===== config.mk =====
export PLATFORM = sky130hd
export DESIGN_NAME = load_store_unit
export DESIGN_NICKNAME = d
export VERILOG_FILES = /design/src/rtl/lsu_pkg.sv /design/src/rtl/lsu_lane.sv /design/src/rtl/load_store_unit.sv
export SDC_FILE = /design/constraint.sdc
export NUM_CORES = 1
export LEC_CHECK = 0
export CAP_MARGIN = 20
export CORE_UTILIZATION = 46
export DETAILED_ROUTE_END_ITERATION = 10
export GPL_TIMING_DRIVEN = 1
export MAX_ROUTING_LAYER = met4
export PLACE_DENSITY = 0.79
export SKIP_CTS_REPAIR_TIMING = 1
export SYNTH_ARGS = -nofsm -noshare
export SYNTH_HDL_FRONTEND = slang
export SYNTH_SLANG_ARGS = --single-unit

===== constraint.sdc =====
create_clock -name clk -period 2.57 [get_ports clk]
set_input_delay 0.6425 -clock clk [delete_from_list [all_inputs] [get_ports clk]]
set_output_delay 0.6425 -clock clk [all_outputs]
set_load 0.02 [all_outputs]

===== src/rtl/lsu_pkg.sv =====
// Shared encodings for the load/store unit: access sizes, FSM states and
// the access legality check used at request acceptance.
package lsu_pkg;

  localparam logic [1:0] SZ_BYTE = 2'b00;
  localparam logic [1:0] SZ_HALF = 2'b01;
  localparam logic [1:0] SZ_WORD = 2'b10;
  localparam logic [1:0] SZ_ILL  = 2'b11;

  typedef enum logic [2:0] {
    IDLE = 3'd0,
    RD   = 3'd1,
    CAP  = 3'd2,
    WR   = 3'd3,
    DONE = 3'd4
  } lsu_state_t;

  // True when the request must be rejected: illegal size or an address
  // whose low bits do not match the natural alignment of the size.
  function automatic logic lsu_bad_access(input logic [1:0] size,
                                          input logic [1:0] lo);
    logic bad;
    bad = 1'b0;
    case (size)
      SZ_BYTE: bad = 1'b0;
      SZ_HALF: bad = lo[0];
      SZ_WORD: bad = (lo != 2'b00);
      default: bad = 1'b1;
    endcase
    return bad;
  endfunction

endpackage


===== src/rtl/lsu_lane.sv =====
// Combinational lane logic: extracts and extends the addressed byte/half of
// a memory word for loads, and merges sub-word store data into a memory word
// (little-endian lanes).
module lsu_lane
  import lsu_pkg::*;
(
  input  logic [1:0]  i_size,
  input  logic        i_unsigned,
  input  logic [1:0]  i_lane,
  input  logic [31:0] i_rdata,
  input  logic [31:0] i_wdata,
  output logic [31:0] o_load,
  output logic [31:0] o_merge
);

  logic [7:0]  w_byte;
  logic [15:0] w_half;
  logic [4:0]  w_byte_ofs;
  logic [4:0]  w_half_ofs;

  // Byte k lives at bits [8k+7:8k]; half h lives at bits [16h+15:16h].
  assign w_byte_ofs = {i_lane, 3'b000};
  assign w_half_ofs = {i_lane[1], 4'b0000};
  assign w_byte     = i_rdata[w_byte_ofs +: 8];
  assign w_half     = i_rdata[w_half_ofs +: 16];

  // Load result: selected lane, zero- or sign-extended to a full word.
  always_comb begin
    o_load = i_rdata;
    case (i_size)
      SZ_BYTE: o_load = {{24{w_byte[7] & ~i_unsigned}}, w_byte};
      SZ_HALF: o_load = {{16{w_half[15] & ~i_unsigned}}, w_half};
      default: o_load = i_rdata;
    endcase
  end

  // Store merge: overwrite only the addressed lane, keep the others.
  always_comb begin
    o_merge = i_rdata;
    case (i_size)
      SZ_BYTE: o_merge[w_byte_ofs +: 8]  = i_wdata[7:0];
      SZ_HALF: o_merge[w_half_ofs +: 16] = i_wdata[15:0];
      default: o_merge = i_wdata;
    endcase
  end

endmodule


===== src/rtl/load_store_unit.sv =====
// Load/store unit: initiator side of the data-memory port. Takes one request
// at a time, performs read / read-modify-write / write word accesses against
// a memory with one-cycle registered read latency, and returns one response.
//
// Handshake: a request is accepted on a rising edge where req_valid and
// req_ready are both high; req_ready is high only while the FSM is IDLE, and
// req_valid is ignored in every other state. Each accepted request produces
// exactly one single-cycle resp_valid pulse (no back-pressure) with
// resp_rdata/resp_err valid in that same cycle. A reset while busy aborts
// the access with no response.
module load_store_unit
  import lsu_pkg::*;
#(
  parameter int ADDR_W = 32,
  parameter int DATA_W = 32
) (
  input  logic              clk,
  input  logic              reset,
  input  logic              req_valid,
  output logic              req_ready,
  input  logic              req_we,
  input  logic [1:0]        req_size,
  input  logic              req_unsigned,
  input  logic [ADDR_W-1:0] req_addr,
  input  logic [DATA_W-1:0] req_wdata,
  output logic              resp_valid,
  output logic [DATA_W-1:0] resp_rdata,
  output logic              resp_err,
  output logic [ADDR_W-1:0] mem_addr,
  output logic [DATA_W-1:0] mem_wdata,
  output logic              mem_wen,
  input  logic [DATA_W-1:0] mem_rdata
);

  lsu_state_t        r_state;
  lsu_state_t        w_next;

  logic              r_we;
  logic [1:0]        r_size;
  logic              r_unsigned;
  logic [ADDR_W-1:0] r_addr;
  logic [DATA_W-1:0] r_mem_wdata;
  logic [DATA_W-1:0] r_resp_rdata;
  logic              r_resp_err;

  logic              w_accept;
  logic              w_req_bad;
  logic [DATA_W-1:0] w_load;
  logic [DATA_W-1:0] w_merge;

  assign w_accept  = req_valid && (r_state == IDLE);
  assign w_req_bad = lsu_bad_access(req_size, req_addr[1:0]);

  // Until CAP, r_mem_wdata holds the latched store data, so the lane merge
  // reads its low byte/half from there; CAP then replaces it with the merge.
  lsu_lane u_lane (
    .i_size     (r_size),
    .i_unsigned (r_unsigned),
    .i_lane     (r_addr[1:0]),
    .i_rdata    (mem_rdata),
    .i_wdata    (r_mem_wdata),
    .o_load     (w_load),
    .o_merge    (w_merge)
  );

  // State register.
  always_ff @(posedge clk or negedge reset) begin
    if (!reset) r_state <= IDLE;
    else        r_state <= w_next;
  end

  // Next-state decode: reads for loads and sub-word stores, direct write for
  // word stores, straight to the response for rejected requests.
  always_comb begin
    w_next = r_state;
    case (r_state)
      IDLE: begin
        if (req_valid) begin
          if (w_req_bad)                          w_next = DONE;
          else if (req_we && req_size == SZ_WORD) w_next = WR;
          else                                    w_next = RD;
        end
      end
      RD:      w_next = CAP;
      CAP:     w_next = r_we ? WR : DONE;
      WR:      w_next = DONE;
      DONE:    w_next = IDLE;
      default: w_next = IDLE;
    endcase
  end

  // State-decoded outputs; nothing here depends on req_* combinationally.
  always_comb begin
    req_ready  = (r_state == IDLE);
    resp_valid = (r_state == DONE);
    mem_wen    = (r_state == WR);
    mem_addr   = '0;
    if (r_state == RD || r_state == CAP || r_state == WR)
      mem_addr = {r_addr[ADDR_W-1:2], 2'b00};
  end

  // Request latch, load capture and store merge.
  always_ff @(posedge clk or negedge reset) begin
    if (!reset) begin
      r_we         <= 1'b0;
      r_size       <= SZ_BYTE;
      r_unsigned   <= 1'b0;
      r_addr       <= '0;
      r_mem_wdata  <= '0;
      r_resp_rdata <= '0;
      r_resp_err   <= 1'b0;
    end else if (w_accept) begin
      r_we         <= req_we;
      r_size       <= req_size;
      r_unsigned   <= req_unsigned;
      r_addr       <= req_addr;
      r_mem_wdata  <= req_wdata;
      r_resp_rdata <= '0;
      r_resp_err   <= w_req_bad;
    end else if (r_state == CAP) begin
      if (r_we) r_mem_wdata  <= w_merge;
      else      r_resp_rdata <= w_load;
    end
  end

  assign resp_rdata = r_resp_rdata;
  assign resp_err   = r_resp_err;
  assign mem_wdata  = r_mem_wdata;

endmodule

# --- Word level (Yosys, flattened, before mapping) ---
# Cells that the tools add are included.
classes:
  n_addsub: 2
  mul: 0
  n_div: 0
  order_cmp: 0
  n_eq_ne: 9
  shift: 6
  muxes: 17
  bitwise_logic: 3
  n_reduce_logical: 13
ops:
  columns: ["op", "n"]
  rows:
  - ["$mux W32", 7]
  - ["$pmux W32 S2", 2]
  - ["$bwmux W32", 2]
  - ["$shift A16 B7 Y32 const A", 1]
  - ["$shift A8 B7 Y32 const A", 1]
  - ["$shiftx A16 B7 Y32", 1]
  - ["$shiftx A32 B6 Y16", 1]
  - ["$shiftx A32 B6 Y8", 1]
  - ["$shiftx A8 B7 Y32", 1]
  - ["$neg A5 Y7", 2]
  - ["$pmux W3 S4", 1]
  - ["$mux W3", 3]
  - ["$eq A3 B2 Y1 const B", 2]
  - ["$reduce_bool A2 Y1", 3]
  - ["$eq A2 B1 Y1 const B", 2]
  - ["$logic_not A2 Y1", 2]
  - ["$eq A3 B1 Y1 const B", 1]
  - ["$eq A3 B3 Y1 const B", 1]
  - ["$logic_not A3 Y1", 1]
  - ["$pmux W1 S3", 1]
  - ["$reduce_and A3 Y1", 1]
  - ["$reduce_bool A3 Y1", 1]
  - ["$and A1 B1 Y1", 2]
  - ["$eq A2 B2 Y1 const B", 1]
  - ["7 further kinds", 9]
totals:
  register_bits: 104
  latchBits: 0
  ramBits: 0
  mem_bits_ro: 0
  input_bits: 103
  out_inout_bits: 100
  memories: 0

# --- Logic depth before layout (Yosys ltp) ---
depth:
  depth_word: 7
  depth_mapped: 8

# --- Cells and area by module ---
# A second synthesis with hierarchy kept.
unflattened:
  hier_cells: 705
  hier_area_um2: 6170.9
modules_own_cells:
  columns: ["module", "instances", "cells_each", "area_per_inst_um2"]
  rows:
  - ["load_store_unit", 1, 429, 4345.4]
  - ["lsu_lane", 1, 276, 1825.5]

# --- Least setup slack after synthesis ---
# OpenSTA, ideal clock, no wires.
synth_path:
  path_type: "reg-to-reg"
  start: "reg r_addr[1]"
  end: "reg r_mem_wdata[24] (netlist: mem_wdata[24])"
  t_arrival_ns: 2.229
  t_required_ns: 2.488
  path_slack_ns: 0.259
  stages_incl_launch_ff: 9
  n_path_buf: 2
  period_less_slack_ns: 2.311
  path_cell_list: "dfrtp_1 buf_2 clkinv_1 ha_1 nor4bb_1 clkbuf_1 a221oi_1 a211o_1 a31oi_1"
synth_via:
  elab_chain_cells: 7
  word_cells_on_any_way: 12
synth_lines:
  columns: ["item", "line_no", "text"]
  rows:
  - ["start: declaration", "load_store_unit.sv:41", "logic [ADDR_W-1:0] r_addr;"]
  - ["start signal: assignment", "load_store_unit.sv:116", "r_addr <= req_addr;"]
  - ["$neg A5 Y7, on equally long branches", "lsu_lane.sv:42, lsu_lane.sv:41", null]
  - ["$shiftx A16 B7 Y32, or another cell as far along", "lsu_lane.sv:42", "SZ_HALF: o_merge[w_half_ofs +: 16] = i_wdata[15:0];"]
  - ["$bwmux W32, on equally long branches", "lsu_lane.sv:42, lsu_lane.sv:41", null]
  - ["$pmux W32 S2 (*)", "lsu_lane.sv:40", "case (i_size)"]
  - ["$mux W32 (*)", "load_store_unit.sv:121", "if (r_we) r_mem_wdata <= w_merge;"]
  - ["$mux W32 (*)", "load_store_unit.sv:120", "end else if (r_state == CAP) begin"]
  - ["$mux W32 (*)", "load_store_unit.sv:112", "end else if (w_accept) begin"]
  - ["end signal: assignment", "load_store_unit.sv:117", "r_mem_wdata <= req_wdata;"]
  - ["end signal: assignment", "load_store_unit.sv:121", null]
  - ["end: declaration", "load_store_unit.sv:42", "logic [DATA_W-1:0] r_mem_wdata;"]
# Every way passes the cells marked *; elsewhere a longest branch is shown, timed or not. The select of a mux whose other input is x is not followed.
# A chain may end at the register's enable or synchronous reset.

# --- Worst setup path in the final report ---
layout_path:
  start: "reg r_state[0]"
  end: "out mem_addr[27]"
layout_via:
  elab_chain_cells: 4
  word_cells_on_any_way: 6
layout_lines:
  columns: ["item", "line_no", "text"]
  rows:
  - ["start: declaration", "load_store_unit.sv:35", "lsu_state_t r_state;"]
  - ["start signal: assignment", "load_store_unit.sv:69", "else r_state <= w_next;"]
  - ["$eq A3 B1 Y1 / $eq A3 B2 Y1 (equally long branches)", "load_store_unit.sv:98", "if (r_state == RD || r_state == CAP || r_state == WR)"]
  - ["$logic_or A1 B1 Y1", "load_store_unit.sv:98", null]
  - ["$logic_or A1 B1 Y1 (*)", "load_store_unit.sv:98", null]
  - ["$mux W32 (*)", "load_store_unit.sv:98", null]
  - ["end: declaration", "load_store_unit.sv:29", "output logic [ADDR_W-1:0] mem_addr,"]
# Every way passes the cells marked *; elsewhere a longest branch is shown, timed or not.

==> metrics.cfg <==
[synth]
syn_avg_cell_area_um2 = 9.52
yosysSeqAreaShare_pct = 45.1
ys_async_sr_fraction_pct = 100
synth.distinct_cells = 47
synthesis.area_mm2 = 0.00577
yosys_warnings = 0
ys_ff_latch = 104
syn-instance-count = 606
ys.flop_type = dfrtp_1
synth_edf_count = 0

[cells_and_area]
stdcell_count = 967
area_growth_pct = 45.1
utilization_pct = 69.1
multi_input_area_mm2 = 0.00291
drive_above_1_share_pct = 9.39
diodes = 0
seqCellArea_mm2 = 0.00260
nets = 902
fillers = 934

[sta]
min_period_over_period_pct = 98.0
finClkSkew_ps = 8.41
layout_min_cycle_time_ps = 2520
grt_setup_unrepaired = no
max_freq_mhz = 397
setup_viol = 0
hold_viol = 0
slew_headroom_pct = 57.1
maxSlewViolCount = 0
worst_pin_slew_ps = 643

[cts]
cts_tree = yes
cts_made_buffers = 9
cts.sinks = 104
clk_pin_slew_ps = 70
cts_root_buffer = clkbuf_16
clockBufferDepth = 2
htree_levels = 3
worstSkewPairLatency_ps = 350

[global_route]
grt_max_degree = 55
grt_overflow_total = 0
grt_pass1_vias = 5768
grt_pass1_wl_mm = 29.3
antenna_found_initial = 0
grt_usage_pct = 30.1

[critical_path]
startpoint = r_state[0]
reg2reg_from = r_addr[1]
end_kind = output pin
critical_path_class = flop to output pin
start_kind = flop
crit_fanout = 15
crit_required_ps = 1930
arrival_ps = 1880

[detailed_routing]
final_antenna_net_count = 0
routed_wl_mm = 18.8
routed_via_density = 5.92
wl_per_cell_um = 19.4
dr.pass1.iters = 5
drtIter0Drc = 481
route.detailed.drc = 0
via_count = 5728

[power]
p_leak_nw = 3.79
power_frac_seq_pct = 27.3
ir_worst_vdd_mv = 0.548
swShare_pct = 43.6
switching_power_mw = 4.76
p_per_area_mw_per_mm2 = 1310
comb_power_share_pct = 59.7
clockPowerShare_pct = 13.0
internal-power_mw = 6.17

[die]
start_util_pct = 47.7
die_h_um = 114
num_rows = 40
core_mm2 = 0.0121
die_area_mm2 = 0.0130
die_w_um = 114
pin_count = 203

[place]
portBuffers = 200
gp_congestion = 0.939
dp_hpwl_mm = 13.5
place_inst = 949

[worst_hold_path]
hp-class = input pin to asynchronous set/reset pin

[outcome]
outcome = finished clean

[job]
maxCapViolations = 0

synthesized netlist by cell type, types with 2 or more instances:
cell type / number / area [um2]
a22o_1: 15 / 131
a221oi_1: 17 / 149
a21oi_1: 18 / 90.1
nor2_1: 31 / 116
o22ai_1: 8 / 50.1
a211o_1: 16 / 140
a32o_1: 8 / 80.1
inv_1: 14 / 52.6
nor4b_4: 2 / 47.6
mux4_2: 8 / 180
mux2i_1: 17 / 170
clkbuf_1: 25 / 93.8
ha_1: 5 / 62.6
a22oi_1: 8 / 60.1
buf_4: 2 / 15.0
dfrtp_1: 104 / 2600
buf_2: 20 / 100
a221o_1: 32 / 320
nand2b_1: 3 / 18.8
buf_1: 3 / 11.3
nor3_1: 2 / 10.0
and2_1: 32 / 200
o21ai_0: 17 / 85.1
o21ai_2: 2 / 17.5
nor4bb_1: 2 / 20.0
nor2b_1: 4 / 25.0
a31oi_1: 18 / 113
mux2_2: 9 / 101
nand2_1: 146 / 548
power groups by stage:
stage	sequential (mW)	clock (mW)	combinational, mW
finish	2.99	1.42	6.52
global route	3.09	1.51	7.02
floorplan	3.44	0	3.43
detailed placement	2.99	0	6.43
global placement	2.96	0	6.24
CTS	2.97	1.44	6.45
metrics by stage:
| step | hold WS [ps] | power [mW] | area (um2) | TNS [ps] | setup WS, ps |
|---|---|---|---|---|---|
| floorplan | 347 | 6.86 | 5780 | 0 | 259 |
| global placement | 450 | 9.20 | 8010 | 0 | 146 |
| detailed placement | 459 | 9.41 | 8010 | 0 | 98.7 |
| CTS | 259 | 10.9 | 8310 | -35.4 | -12.2 |
| global route | 277 | 11.6 | 8370 | 0 | 0.295 |
| finish | 253 | 10.9 | 8370 | 0 | 51.4 |
per-layer routing:
metal	vias up	part of all wire, %	track usage (%)
met1	2740	39	37.0
met4	0	4.0	14.7
met5	-	0	-
met2	359	47	47.5
met3	65	9.3	6.11
li1	2564	-	-
state kept, by name, indices dropped and copies added (netlist names):
register	count
r_state	3
r_unsigned	1
r_we	1
r_addr	32
mem_wdata	32
r_size	2
resp_err	1
resp_rdata	32
path summary, 6_finish.rpt:
check	slack, ps	to	cells after the start
min in group clk	470	r_addr[8]	2
max in group asynchronous	1660	mem_wdata[31]	2
setup reg to reg	480	mem_wdata[25]	7
hold reg to reg	470	r_addr[8]	2
hold / removal	250	resp_rdata[20]	1
setup / recovery	50	mem_addr[27]	5
cell usage in the layout (no fill, tap or decap), drive strengths merged, types with 3 or more instances in the layout:
master and n:
a211o 16, a21oi 18, a221o 32, a221oi 17, a22o 15, a22oi 8, a31oi 18, a32o 8
and2 32, buf 28, clkbuf 10, clkdlybuf4s50 189, clkinv 3, dfrtp 104, dlymetal6s2s 10, ha 5
inv 15, mux2 9, mux2i 17, mux4 8, nand2 146, nand2b 3, nor2 32, nor2b 4
o21ai 20, o22ai 8
cells by family after synthesis:
family | Yosys count | synth area share, %
muxes | 34 | 7.83
buffers and inverters | 66 | 4.99
AOI/OAI and AO/OA | 166 | 22.7
and+or+nand+nor | 230 | 18.2
adders and majority gates | 5 | 1.08
DFF | 104 | 45.1
other | 1 | 0.0650
critical path, stage by stage, from the launching register on:
cell             delay (ps)
dfrtp_1                 400
nor2_2                  210
nor2_4                   70
buf_6                   150
and2_1                  170
clkdlybuf4s50_1         530
final cells by class:
type,instances,area share (%)
Timing Repair Buffer,227,27.3
Sequential cell,104,31.1
Clock buffer,10,2.85
Clock inverter,6,0.807
Inverter,15,0.672
Tap cell,168,2.51
Multi-Input combinational cell,437,34.7
Power figures use the tool's default switching activity.
